==> src/rtl/match_pkg.sv <==
`default_nettype none
// ============================================================
// match_pkg : shared state encodings and width/slice helpers
// Rev 1.0
// ============================================================
package match_pkg;

    localparam logic [2:0] S_IDLE      = 3'd0;
    localparam logic [2:0] S_PLAYING   = 3'd1;
    localparam logic [2:0] S_PAUSED    = 3'd2;
    localparam logic [2:0] S_GOAL_HOLD = 3'd3;
    localparam logic [2:0] S_OVER      = 3'd4;
    localparam logic [2:0] S_OVERTIME  = 3'd5;

    // Width needed to hold values 0..n-1, never less than one bit.
    function automatic int clog2_min1(input int n);
        return (n <= 2) ? 1 : $clog2(n);
    endfunction

    function automatic int score_lo(input int team, input int width);
        return team * width;
    endfunction

endpackage
`default_nettype wire

==> src/rtl/match_controller_if.sv <==
`default_nettype none
// ============================================================
// match_controller_if : user/ball inputs and display-path outputs
// Rev 1.0
// ============================================================
interface match_controller_if
    import match_pkg::*;
#(
    parameter int NUM_TEAMS     = 2,
    parameter int SCORE_WIDTH   = 4,
    parameter int MATCH_SECONDS = 180
);
    localparam int TIME_W = clog2_min1(MATCH_SECONDS + 1);
    localparam int WIN_W  = clog2_min1(NUM_TEAMS);

    logic                             start_pulse;
    logic                             pause_pulse;
    logic [NUM_TEAMS-1:0]             goal_valid;
    logic [TIME_W-1:0]                time_left;
    logic [NUM_TEAMS*SCORE_WIDTH-1:0] scores;
    logic [2:0]                       state;
    logic                             game_on;
    logic                             game_over;
    logic                             ball_reset;
    logic                             sec_tick;
    logic [WIN_W-1:0]                 winner;
    logic                             draw;

    modport master (
        output start_pulse, pause_pulse, goal_valid,
        input  time_left, scores, state, game_on, game_over,
               ball_reset, sec_tick, winner, draw
    );

    modport slave (
        input  start_pulse, pause_pulse, goal_valid,
        output time_left, scores, state, game_on, game_over,
               ball_reset, sec_tick, winner, draw
    );

endinterface
`default_nettype wire

==> src/rtl/sec_prescaler.sv <==
`default_nettype none
// ============================================================
// sec_prescaler : modulo-DIV cycle counter with one-cycle wrap tick
// Rev 1.0
// ============================================================
module sec_prescaler #(
    parameter int DIV = 4
) (
    input  logic clk,
    input  logic rst,
    input  logic en,
    input  logic clr,
    output logic tick
);

    generate
        if (DIV <= 1) begin : g_passthru
            // Degenerate divider: every enabled cycle is a wrap.
            logic w_unused;
            assign w_unused = &{1'b0, clk, rst, clr};
            assign tick     = en;
        end else begin : g_count
            localparam int             CW     = $clog2(DIV);
            localparam logic [CW-1:0]  c_last = CW'(DIV - 1);

            logic [CW-1:0] cnt_q, cnt_d;

            always_comb begin
                cnt_d = cnt_q;
                if (clr) begin
                    cnt_d = '0;
                end else if (en) begin
                    cnt_d = (cnt_q == c_last) ? '0 : cnt_q + 1'b1;
                end
            end

            always_ff @(posedge clk) begin
                if (rst) begin
                    cnt_q <= '0;
                end else begin
                    cnt_q <= cnt_d;
                end
            end

            assign tick = en && !clr && (cnt_q == c_last);
        end
    endgenerate

endmodule
`default_nettype wire

==> src/rtl/match_controller.sv <==
`default_nettype none
// ============================================================
// match_controller : match FSM, countdown clock, per-team scores
// Rev 1.0 | option macro: MATCH_CONTROLLER_GOLDEN_GOAL_EN
// ============================================================
module match_controller
    import match_pkg::*;
#(
    parameter int CLK_FREQ_HZ       = 50000000,
    parameter int MATCH_SECONDS     = 180,
    parameter int NUM_TEAMS         = 2,
    parameter int SCORE_WIDTH       = 4,
    parameter int WIN_SCORE         = 7,
    parameter int GOAL_HOLD_SECONDS = 2
) (
    input  logic              clk,
    input  logic              rst,
    match_controller_if.slave bus
);

    localparam int                TIME_W      = clog2_min1(MATCH_SECONDS + 1);
    localparam int                WIN_W       = clog2_min1(NUM_TEAMS);
    localparam logic [TIME_W-1:0] c_time_init = TIME_W'(MATCH_SECONDS);
    localparam logic [31:0]       c_win_score = WIN_SCORE;

    logic [2:0]             state_q, state_d;
    logic [TIME_W-1:0]      time_q, time_d;
    logic [SCORE_WIDTH-1:0] score_q [NUM_TEAMS];
    logic [SCORE_WIDTH-1:0] score_d [NUM_TEAMS];
    logic [WIN_W-1:0]       winner_q, winner_d;
    logic                   draw_q, draw_d;
    logic                   ball_reset_q, ball_reset_d;
    logic                   sec_tick_q, sec_tick_d;

    logic [SCORE_WIDTH-1:0]           w_credit [NUM_TEAMS];
    logic [SCORE_WIDTH-1:0]           w_max;
    logic [WIN_W-1:0]                 w_winner;
    logic                             w_draw, w_win_hit, w_any_goal;
    logic                             w_sec_wrap, w_hold_done;
    logic [NUM_TEAMS*SCORE_WIDTH-1:0] w_scores;

    // The second prescaler only clears from IDLE, so pause and goal hold
    // both resume mid-second.
    sec_prescaler #(.DIV(CLK_FREQ_HZ)) u_sec (
        .clk  (clk),
        .rst  (rst),
        .en   (state_q == S_PLAYING),
        .clr  (state_q == S_IDLE),
        .tick (w_sec_wrap)
    );

    sec_prescaler #(.DIV(GOAL_HOLD_SECONDS * CLK_FREQ_HZ)) u_hold (
        .clk  (clk),
        .rst  (rst),
        .en   (state_q == S_GOAL_HOLD),
        .clr  (state_q != S_GOAL_HOLD),
        .tick (w_hold_done)
    );

    assign w_any_goal = |bus.goal_valid;

    // Scores as they would stand after crediting this cycle's goals, plus
    // the ranking of that outcome.
    always_comb begin
        w_max     = '0;
        w_winner  = '0;
        w_draw    = 1'b0;
        w_win_hit = 1'b0;
        for (int i = 0; i < NUM_TEAMS; i++) begin
            w_credit[i] = score_q[i];
            if (bus.goal_valid[i] && (score_q[i] != '1)) begin
                w_credit[i] = score_q[i] + 1'b1;
            end
            if (w_credit[i] > w_max) begin
                w_max    = w_credit[i];
                w_winner = WIN_W'(i);
            end
            if ((c_win_score != 0) && (32'(w_credit[i]) >= c_win_score)) begin
                w_win_hit = 1'b1;
            end
        end
        for (int i = 0; i < NUM_TEAMS; i++) begin
            if ((w_credit[i] == w_max) && (WIN_W'(i) != w_winner)) begin
                w_draw = 1'b1;
            end
        end
    end

    always_comb begin
        state_d      = state_q;
        time_d       = time_q;
        score_d      = score_q;
        winner_d     = winner_q;
        draw_d       = draw_q;
        ball_reset_d = 1'b0;
        sec_tick_d   = 1'b0;
        case (state_q)
            S_IDLE: begin
                if (bus.start_pulse) state_d = S_PLAYING;
            end
            S_PLAYING: begin
                if (w_sec_wrap && (time_q != '0)) begin
                    time_d     = time_q - 1'b1;
                    sec_tick_d = 1'b1;
                end
                if (w_any_goal) score_d = w_credit;
                if (w_any_goal && w_win_hit) begin
                    state_d = S_OVER;
                end else if (w_sec_wrap && (time_q <= TIME_W'(1))) begin
`ifdef MATCH_CONTROLLER_GOLDEN_GOAL_EN
                    state_d = w_draw ? S_OVERTIME : S_OVER;
`else
                    state_d = S_OVER;
`endif
                end else if (w_any_goal) begin
                    state_d      = S_GOAL_HOLD;
                    ball_reset_d = 1'b1;
                end else if (bus.pause_pulse) begin
                    state_d = S_PAUSED;
                end
            end
            S_PAUSED: begin
                if (bus.pause_pulse) state_d = S_PLAYING;
            end
            S_GOAL_HOLD: begin
                if (w_hold_done) state_d = S_PLAYING;
            end
            S_OVER: begin
                if (bus.start_pulse) begin
                    state_d  = S_IDLE;
                    time_d   = c_time_init;
                    score_d  = '{default: '0};
                    winner_d = '0;
                    draw_d   = 1'b0;
                end
            end
`ifdef MATCH_CONTROLLER_GOLDEN_GOAL_EN
            S_OVERTIME: begin
                if (w_any_goal) begin
                    score_d = w_credit;
                    if (w_draw) ball_reset_d = 1'b1;
                    else        state_d      = S_OVER;
                end
            end
`endif
            default: state_d = S_IDLE;
        endcase
        // Result is captured once, on the cycle the match enters OVER.
        if ((state_d == S_OVER) && (state_q != S_OVER)) begin
            winner_d = w_winner;
            draw_d   = w_draw;
        end
    end

    always_ff @(posedge clk) begin
        if (rst) begin
            state_q      <= S_IDLE;
            time_q       <= c_time_init;
            score_q      <= '{default: '0};
            winner_q     <= '0;
            draw_q       <= 1'b0;
            ball_reset_q <= 1'b0;
            sec_tick_q   <= 1'b0;
        end else begin
            state_q      <= state_d;
            time_q       <= time_d;
            score_q      <= score_d;
            winner_q     <= winner_d;
            draw_q       <= draw_d;
            ball_reset_q <= ball_reset_d;
            sec_tick_q   <= sec_tick_d;
        end
    end

    always_comb begin
        w_scores = '0;
        for (int i = 0; i < NUM_TEAMS; i++) begin
            w_scores[score_lo(i, SCORE_WIDTH) +: SCORE_WIDTH] = score_q[i];
        end
    end

    assign bus.scores     = w_scores;
    assign bus.time_left  = time_q;
    assign bus.state      = state_q;
    assign bus.game_on    = (state_q == S_PLAYING);
    assign bus.game_over  = (state_q == S_OVER);
    assign bus.ball_reset = ball_reset_q;
    assign bus.sec_tick   = sec_tick_q;
    assign bus.winner     = winner_q;
    assign bus.draw       = draw_q;

endmodule
`default_nettype wire

==> src/flat_wrapper.sv <==
// flat-port wrapper written by rule: the top's interface ports become plain ports
module match_controller_flat import match_pkg::*;
#(
    parameter int CLK_FREQ_HZ       = 50000000,
    parameter int MATCH_SECONDS     = 180,
    parameter int NUM_TEAMS         = 2,
    parameter int SCORE_WIDTH       = 4,
    parameter int WIN_SCORE         = 7,
    parameter int GOAL_HOLD_SECONDS = 2
)
  (clk, rst, bus_start_pulse, bus_pause_pulse, bus_goal_valid, bus_time_left, bus_scores, bus_state, bus_game_on, bus_game_over, bus_ball_reset, bus_sec_tick, bus_winner, bus_draw);
  match_controller_if #(.NUM_TEAMS(NUM_TEAMS), .SCORE_WIDTH(SCORE_WIDTH), .MATCH_SECONDS(MATCH_SECONDS)) bus_i ();
  input  logic clk;
  input  logic rst;
  input wire logic [$bits(bus_i.start_pulse)-1:0] bus_start_pulse;
  input wire logic [$bits(bus_i.pause_pulse)-1:0] bus_pause_pulse;
  input wire logic [$bits(bus_i.goal_valid)-1:0] bus_goal_valid;
  output wire logic [$bits(bus_i.time_left)-1:0] bus_time_left;
  output wire logic [$bits(bus_i.scores)-1:0] bus_scores;
  output wire logic [$bits(bus_i.state)-1:0] bus_state;
  output wire logic [$bits(bus_i.game_on)-1:0] bus_game_on;
  output wire logic [$bits(bus_i.game_over)-1:0] bus_game_over;
  output wire logic [$bits(bus_i.ball_reset)-1:0] bus_ball_reset;
  output wire logic [$bits(bus_i.sec_tick)-1:0] bus_sec_tick;
  output wire logic [$bits(bus_i.winner)-1:0] bus_winner;
  output wire logic [$bits(bus_i.draw)-1:0] bus_draw;
  assign bus_i.start_pulse = bus_start_pulse;
  assign bus_i.pause_pulse = bus_pause_pulse;
  assign bus_i.goal_valid = bus_goal_valid;
  assign bus_time_left = bus_i.time_left;
  assign bus_scores = bus_i.scores;
  assign bus_state = bus_i.state;
  assign bus_game_on = bus_i.game_on;
  assign bus_game_over = bus_i.game_over;
  assign bus_ball_reset = bus_i.ball_reset;
  assign bus_sec_tick = bus_i.sec_tick;
  assign bus_winner = bus_i.winner;
  assign bus_draw = bus_i.draw;
  match_controller #(.CLK_FREQ_HZ(CLK_FREQ_HZ), .MATCH_SECONDS(MATCH_SECONDS), .NUM_TEAMS(NUM_TEAMS), .SCORE_WIDTH(SCORE_WIDTH), .WIN_SCORE(WIN_SCORE), .GOAL_HOLD_SECONDS(GOAL_HOLD_SECONDS)) u_core (.clk(clk), .rst(rst), .bus(bus_i));
endmodule
==> config.mk <==
export PLATFORM = sky130hd
export DESIGN_NAME = match_controller_flat
export DESIGN_NICKNAME = d
export VERILOG_FILES = /design/src/rtl/match_pkg.sv /design/src/rtl/match_controller_if.sv /design/src/rtl/sec_prescaler.sv /design/src/rtl/match_controller.sv /design/src/flat_wrapper.sv
export SDC_FILE = /design/constraint.sdc
export NUM_CORES = 1
export LEC_CHECK = 0
export ABC_AREA = 1
export CORE_MARGIN = 3
export CORE_UTILIZATION = 59
export DETAILED_ROUTE_END_ITERATION = 6
export MAX_ROUTING_LAYER = met4
export PLACE_DENSITY = 0.8
export SLEW_MARGIN = 20
export SYNTH_ARGS = -nofsm -noshare
export SYNTH_HDL_FRONTEND = slang
export SYNTH_SLANG_ARGS = --single-unit
==> constraint.sdc <==
create_clock -name clk -period 5.7 [get_ports clk]
set_input_delay 1.425 -clock clk [delete_from_list [all_inputs] [get_ports clk]]
set_output_delay 1.425 -clock clk [all_outputs]
set_load 0.03 [all_outputs]
==> metrics.md, run 1 <==
| Metric | Value |
|---|---|
| Run status | `finished, final reports clean` |
| Synthesized area per cell | `6.657 um2` |
| Max VDD drop | `134.2 uV` |
| Cell variety after synth | `39` |
| Min Tclk post-route | `3.542 ns` |
| GRT Total Usage | `25.66%` |
| RR Startpoint | `u_core.bus.state[2]` |
| Clock Pin Slew Worst Setup and Hold Paths | `0.07 ns` |
| Initial Utilization | `61.35%` |
| CTS Buf Count | `9` |
| Sequential share of the synthesized area | `36.10%` |
| Worst Tran Pin Value | `0.7416 ns` |
| Post-CTS Setup Inserts | `0` |
| N_diodes | `0` |
| RSZ-0062 raised after global routing | `no` |
| Vias post-DR | `4,258` |
| Clk_lat worst skew | `0.35 ns` |
| WHS Endpoint | `u_core.u_sec.g_count.cnt_q[15]` |
| Via density | `5.551` |
| LEAKAGE | `1.853 nW` |
| Syn Nets | `649` |
| Achievable Freq | `0.2824 GHz` |
| Final Skew | `0.01268 ns` |
| IO Port Bufs | `30` |
| First-pass GRT wire length | `17.04 mm` |
| CTS Sinks | `76` |
| Die Height | `90.51 um` |
| FF-to-FF End | `u_core.u_sec.g_count.cnt_q[7]` |
| Crit-path max FO | `13` |
| Maxcap violations | `0` |
| Vias in the first global route | `3,799` |
| Reg2Reg Depth | `10` |
| Die Width | `90.51 um` |
| Initial antenna violation count | `0` |
| Min-delay worst type | `flip-flop to flip-flop` |
| Worst hold stages | `1` |
| Post-route ant nets | `0` |
| Core ar. | `0.006869 mm2` |
| Post-DP HPWL | `7.578 mm` |
| CTS Hold Bufs | `0` |
| Area grow syn2layout | `13.95%` |
| Clock root buffer | `clkbuf_8` |
| Pre-Repair DR Iteration Count | `5` |
| GRT Residual Overflow | `0` |
| Gpl congestion | `0.9279` |
| Drt total wl | `10.08 mm` |
| Final TNS setup | `0 ns` |
| Pwr/cell area | `230.7 mW/mm2` |
| Layout cells sized above 1 | `4.173%` |
| Final nets | `683` |
| Startpoint Class | `flip-flop` |
| H-tree depth | `3` |
| DR iter-0 viols | `196` |
| Slew margin rel. | `50.38%` |
| DR DRC count | `0` |
| Fill count | `600` |
| Critical path data arrival time | `2.12 ns` |
| Worst setup path category | `flip-flop to output port` |
| Worst Setup End Kind | `output port` |
| Final setup viols | `0` |
| Slew Limit Fails | `0` |
| DIE AREA | `0.008192 mm2` |
| Total power | `0.001108 W` |
| Fin. Hold Viols | `0` |
| Drt wl/cell | `13.14 um` |
| Final worst-path cycle share | `62.13%` |
| Io pins | `31` |
| Number of cell rows | `30` |
| CTS max path bufs | `2` |
| Largest net degree at the start of global routing | `16` |
| Setup crit start | `u_core.bus.state[2]` |
| Yosys warns | `0` |
| Cell Area, Synth | `0.004214 mm2` |
| Data required, critical path | `4.28 ns` |
| Cts repair resizes | `0` |
| Min-delay src | `u_core.u_sec.g_count.cnt_q[15]` |
| Synth Register Bits | `76` |
| CTS tree | `built` |
| Gate count after technology mapping | `633` |
| Setup slack, reg-to-reg | `3.39 ns` |
==> cell families after synthesis <==
kind of cell | synth area share, %
XOR/XNOR | 2.494
flip-flops | 36.10
buffers and inverters | 9.976
adder cells (fa/ha/maj) | 2.969
AO/OA/AOI/OAI | 12.11
AND/OR/NAND/NOR | 36.34
==> worst max-delay path by stage <==
stage | to | slack [ns] | depth (start not counted)
2_1_floorplan | bus_game_over | 2.98 | 2
3_3_place_gp | u_core.u_hold.g_count.cnt_q[22] | 2.09 | 6
3_5_place_dp | u_core.u_hold.g_count.cnt_q[13] | 1.93 | 6
4_1_cts | bus_game_on | 2.16 | 4
5_1_grt | bus_game_over | 2.03 | 4
6_report | bus_game_on | 2.16 | 4
==> cell type report <==
cell class                 count  area, um2  share of cell area [%]
clock buffer                  10      127.6                   2.658
clock inverter                 5      77.57                   1.615
inverter                     102      382.9                   7.973
multi-input combinational    448       2272                   47.32
sequential                    76       1521                   31.68
tap                           96      120.1                   2.501
timing repair buffer          30      300.3                   6.253
==> per-layer routing <==
layer,part of all wire [%],vias to the layer above,wire length [um],GRT usage [%]
met3,6.7,16,674,3.917
met1,46,1925,4656,32.86
met5,0,-,0,-
met4,1.7,0,176,10.20
li1,-,2160,-,-
met2,45,157,4572,40.77
==> sequential cells by signal (all words and copies together), names as in the netlist <==
| register | count |
|---|---|
| u_core.bus.time_left | 8 |
| u_core.bus.state | 3 |
| u_core.bus.scores | 8 |
| u_core.u_sec.g_count.cnt_q | 26 |
| u_core.bus.ball_reset | 1 |
| u_core.bus.sec_tick | 1 |
| u_core.u_hold.g_count.cnt_q | 27 |
| u_core.bus.draw | 1 |
| u_core.bus.winner | 1 |
==> layout by cell type (no fill, tap or decap), drive strengths merged, types with 2 or more instances in the layout <==
| cell | n |
|---|---|
| nand2 | 137 |
| inv | 102 |
| nor2 | 79 |
| dfxtp | 76 |
| nand3 | 48 |
| a21oi | 41 |
| clkdlybuf4s50 | 30 |
| nor3 | 29 |
| o21ai | 27 |
| nand4 | 25 |
| ha | 10 |
| clkbuf | 10 |
| xor2 | 9 |
| nor3b | 6 |
| nor4 | 5 |
| o21a | 4 |
| o32ai | 4 |
| o211ai | 3 |
| nand3b | 3 |
| xnor2 | 3 |
| or2 | 3 |
| o2111ai | 3 |
| and3 | 2 |
| bufinv | 2 |
| clkinv | 2 |
==> metrics by stage <==
stage	area (um2)	hold slack [ns]	instances	setup WS [ns]	utilization (%)
final	4802	0.4731	767	2.158	69.91
after floorplan	4214	0.4416	633	2.975	-
after CTS	4802	0.4781	767	2.161	69.91
after global placement	4597	0.4562	752	2.088	66.92
after detailed placement	4597	0.4645	752	1.929	66.92
after global routing	4802	0.5139	767	2.033	69.91
==> where the power goes <==
| part | switching, W | internal (W) | total (W) |
|---|---|---|---|
| Combinational | 0.0000792 | 0.0000401 | 0.000119 |
| Clock | 0.000198 | 0.000243 | 0.000441 |
| Sequential | 0.00000957 | 0.000537 | 0.000547 |
| Total | 0.000287 | 0.000820 | 0.00111 |
==> critical path, stage by stage (launching register included) <==
cell	delay, ns
dfxtp_1	0.36
inv_1	0.15
nand3_2	0.25
inv_2	0.29
clkdlybuf4s50_1	0.72
==> synth_stat cells (all sizes together) <==
library cell	number	area share (%)
nand3	48	5.9
ha	10	3.0
o21a	4	0.71
o21bai	1	0.18
a211oi	1	0.18
nor2	79	7.3
nand4	25	3.7
clkbuf	3	0.27
o2111ai	3	0.77
nor3b	6	1.1
nand2	137	12
a31oi	1	0.15
xor2	9	1.9
o32ai	4	0.83
o311a	1	0.24
and2	1	0.15
o21ai	27	3.2
a32oi	1	0.21
a21oi	41	4.9
o211a	1	0.24
and3	2	0.30
nor3	29	3.8
inv	102	9.1
buf	4	0.62
dfxtp	76	36
nor4	5	0.74
xnor2	3	0.62
nand3b	3	0.53
or2	3	0.45
o211ai	3	0.53
No activity file was read; power rests on OpenSTA's default activity.
==> run 2, diff against run 1 <==
CORE_UTILIZATION = 53   (was 59)
PLACE_DENSITY = 0.76   (was 0.8)
clock period = 3.05 ns   (was 5.7 ns; I/O delays follow)
==> metrics.md, run 2 (synthesis gave the netlist of run 1 again) <==
| Metric | Value |
|---|---|
| DR iter-0 viols | `254` |
| Post-DP HPWL | `7.528 mm` |
| Worst setup path category | `flip-flop to output port` |
| RSZ-0062 raised after global routing | `no` |
| Post-route ant nets | `0` |
| Initial Utilization | `56.29%` |
| Combinational share of power | `11.6%` |
| Total power | `0.001982 W` |
| Maxcap violations | `0` |
| Final worst-path cycle share | `86.97%` |
| Startpoint Class | `flip-flop` |
| Crit-path max FO | `9` |
| GRT Total Usage | `23.70%` |
| CTS Hold Bufs | `0` |
| Post-CTS Setup Inserts | `0` |
| GRT Residual Overflow | `0` |
| LEAKAGE | `1.868 nW` |
| Commonest non-fill, non-tap cell in the layout | `nand2_1` |
| Initial antenna violation count | `0` |
| Layout cells sized above 1 | `5.022%` |
| Die Width | `95.17 um` |
| Vias post-DR | `4,211` |
| NetSw | `0.0005347 W` |
| Worst Tran Pin Value | `0.4169 ns` |
| Sw frac | `26.98%` |
| Clk_lat worst skew | `0.35 ns` |
| Max VDD drop | `234.4 uV` |
| Setup crit start | `u_core.bus.state[2]` |
| DIE AREA | `0.009057 mm2` |
| Largest regs | `u_core.u_hold.g_count.cnt_q (27), u_core.u_sec.g_count.cnt_q (26)` |
| Largest Register | `u_core.u_hold.g_count.cnt_q` |
| Via density | `5.427` |
| Final nets | `688` |
| Area grow syn2layout | `14.55%` |
| Core ar. | `0.007486 mm2` |
| Vias in the first global route | `3,779` |
| Internal power | `0.001447 W` |
| Io pins | `31` |
| Critical path data arrival time | `1.89 ns` |
| Final core occ | `64.48%` |
| CTS tree | `built` |
| Pre-Repair DR Iteration Count | `5` |
| Final setup viols | `0` |
| Max reg flops | `27` |
| Data required, critical path | `2.29 ns` |
| Largest net degree at the start of global routing | `14` |
| Die Height | `95.17 um` |
| H-tree depth | `3` |
| Clock Power Share | `36.9%` |
| Final TNS setup | `0 ns` |
| Sequential power share | `51.5%` |
| DR DRC count | `0` |
| First-pass GRT wire length | `16.79 mm` |
| Final Skew | `0.01060 ns` |
| Min-delay worst type | `flip-flop to flip-flop` |
| Min Tclk post-route | `2.653 ns` |
| Slew Limit Fails | `0` |
| Slew margin rel. | `72.15%` |
| Fin. Hold Viols | `0` |
| Number of cell rows | `31` |
| Gpl congestion | `0.9164` |
| Drt total wl | `9.841 mm` |
| Worst Setup End Kind | `output port` |
| CTS max path bufs | `2` |
| Min-delay src | `u_core.u_sec.g_count.cnt_q[24]` |
| Pwr/cell area | `410.5 mW/mm2` |
| N_diodes | `0` |
| CTS Buf Count | `9` |
| Most frequent cells in the layout | `nand2_1 (135), inv_1 (101), nor2_1 (76), dfxtp_1 (76), nand3_1 (46)` |
| CTS Sinks | `76` |
| Clock Pin Slew Worst Setup and Hold Paths | `0.07 ns` |
| RR Startpoint | `u_core.bus.state[2]` |
| Achievable Freq | `0.3770 GHz` |
| Run status | `finished, final reports clean` |
| Cts repair resizes | `0` |
| Drt wl/cell | `12.68 um` |
| Clock root buffer | `clkbuf_8` |
| IO Port Bufs | `30` |
-- run 2: worst max-delay path, stage by stage (launching register included) --
cell and delay, ns:
dfxtp_1 0.35, inv_1 0.15, nand3_2 0.24, inv_2 0.13, clkdlybuf4s50_1 0.67
-- run 2: area by class of cell --
class	instances	area, um2
tap	99	123.9
timing repair buffer	35	337.8
clock buffer	13	168.9
sequential	76	1521
clock inverter	3	20.02
fill	700	2659
inverter	102	382.9
multi-input combinational	448	2272
-- run 2: worst paths after layout --
check                                         to  slack [ns]  cells past startpoint
hold / removal    u_core.u_sec.g_count.cnt_q[24]        0.49                      1
setup reg to reg  u_core.u_sec.g_count.cnt_q[21]        0.73                     11
hold reg to reg   u_core.u_sec.g_count.cnt_q[24]        0.49                      1
setup / recovery                     bus_game_on        0.40                      4
-- run 2: power by group through the flow --
stage          sequential, W  combinational (W)  clock, W
2_1_floorplan        0.00106           0.000129         0
3_5_place_dp         0.00104           0.000228         0
5_1_grt              0.00102           0.000257  0.000780
6_report             0.00102           0.000230  0.000731
3_3_place_gp         0.00104           0.000223         0
4_1_cts              0.00102           0.000229  0.000739
-- run 2: metrics by stage --
step	instance area [um2]	cells	setup slack, ns	hold slack (ns)
floorplan	4214	633	0.9406	0.4416
detailed placement	4638	760	0.4054	0.4679
finish	4827	776	0.3974	0.4860
global route	4827	776	0.3128	0.5210
CTS	4827	776	0.3732	0.4822
global placement	4638	760	0.4751	0.4580
-- run 2: routing by layer --
metal	vias to the layer above	global-route usage, %	wire length (um)
li1	2165	-	-
met1	1904	32.29	4718
met2	132	36.21	4437
met3	10	3.315	603
met4	0	7.813	82
met5	-	-	0
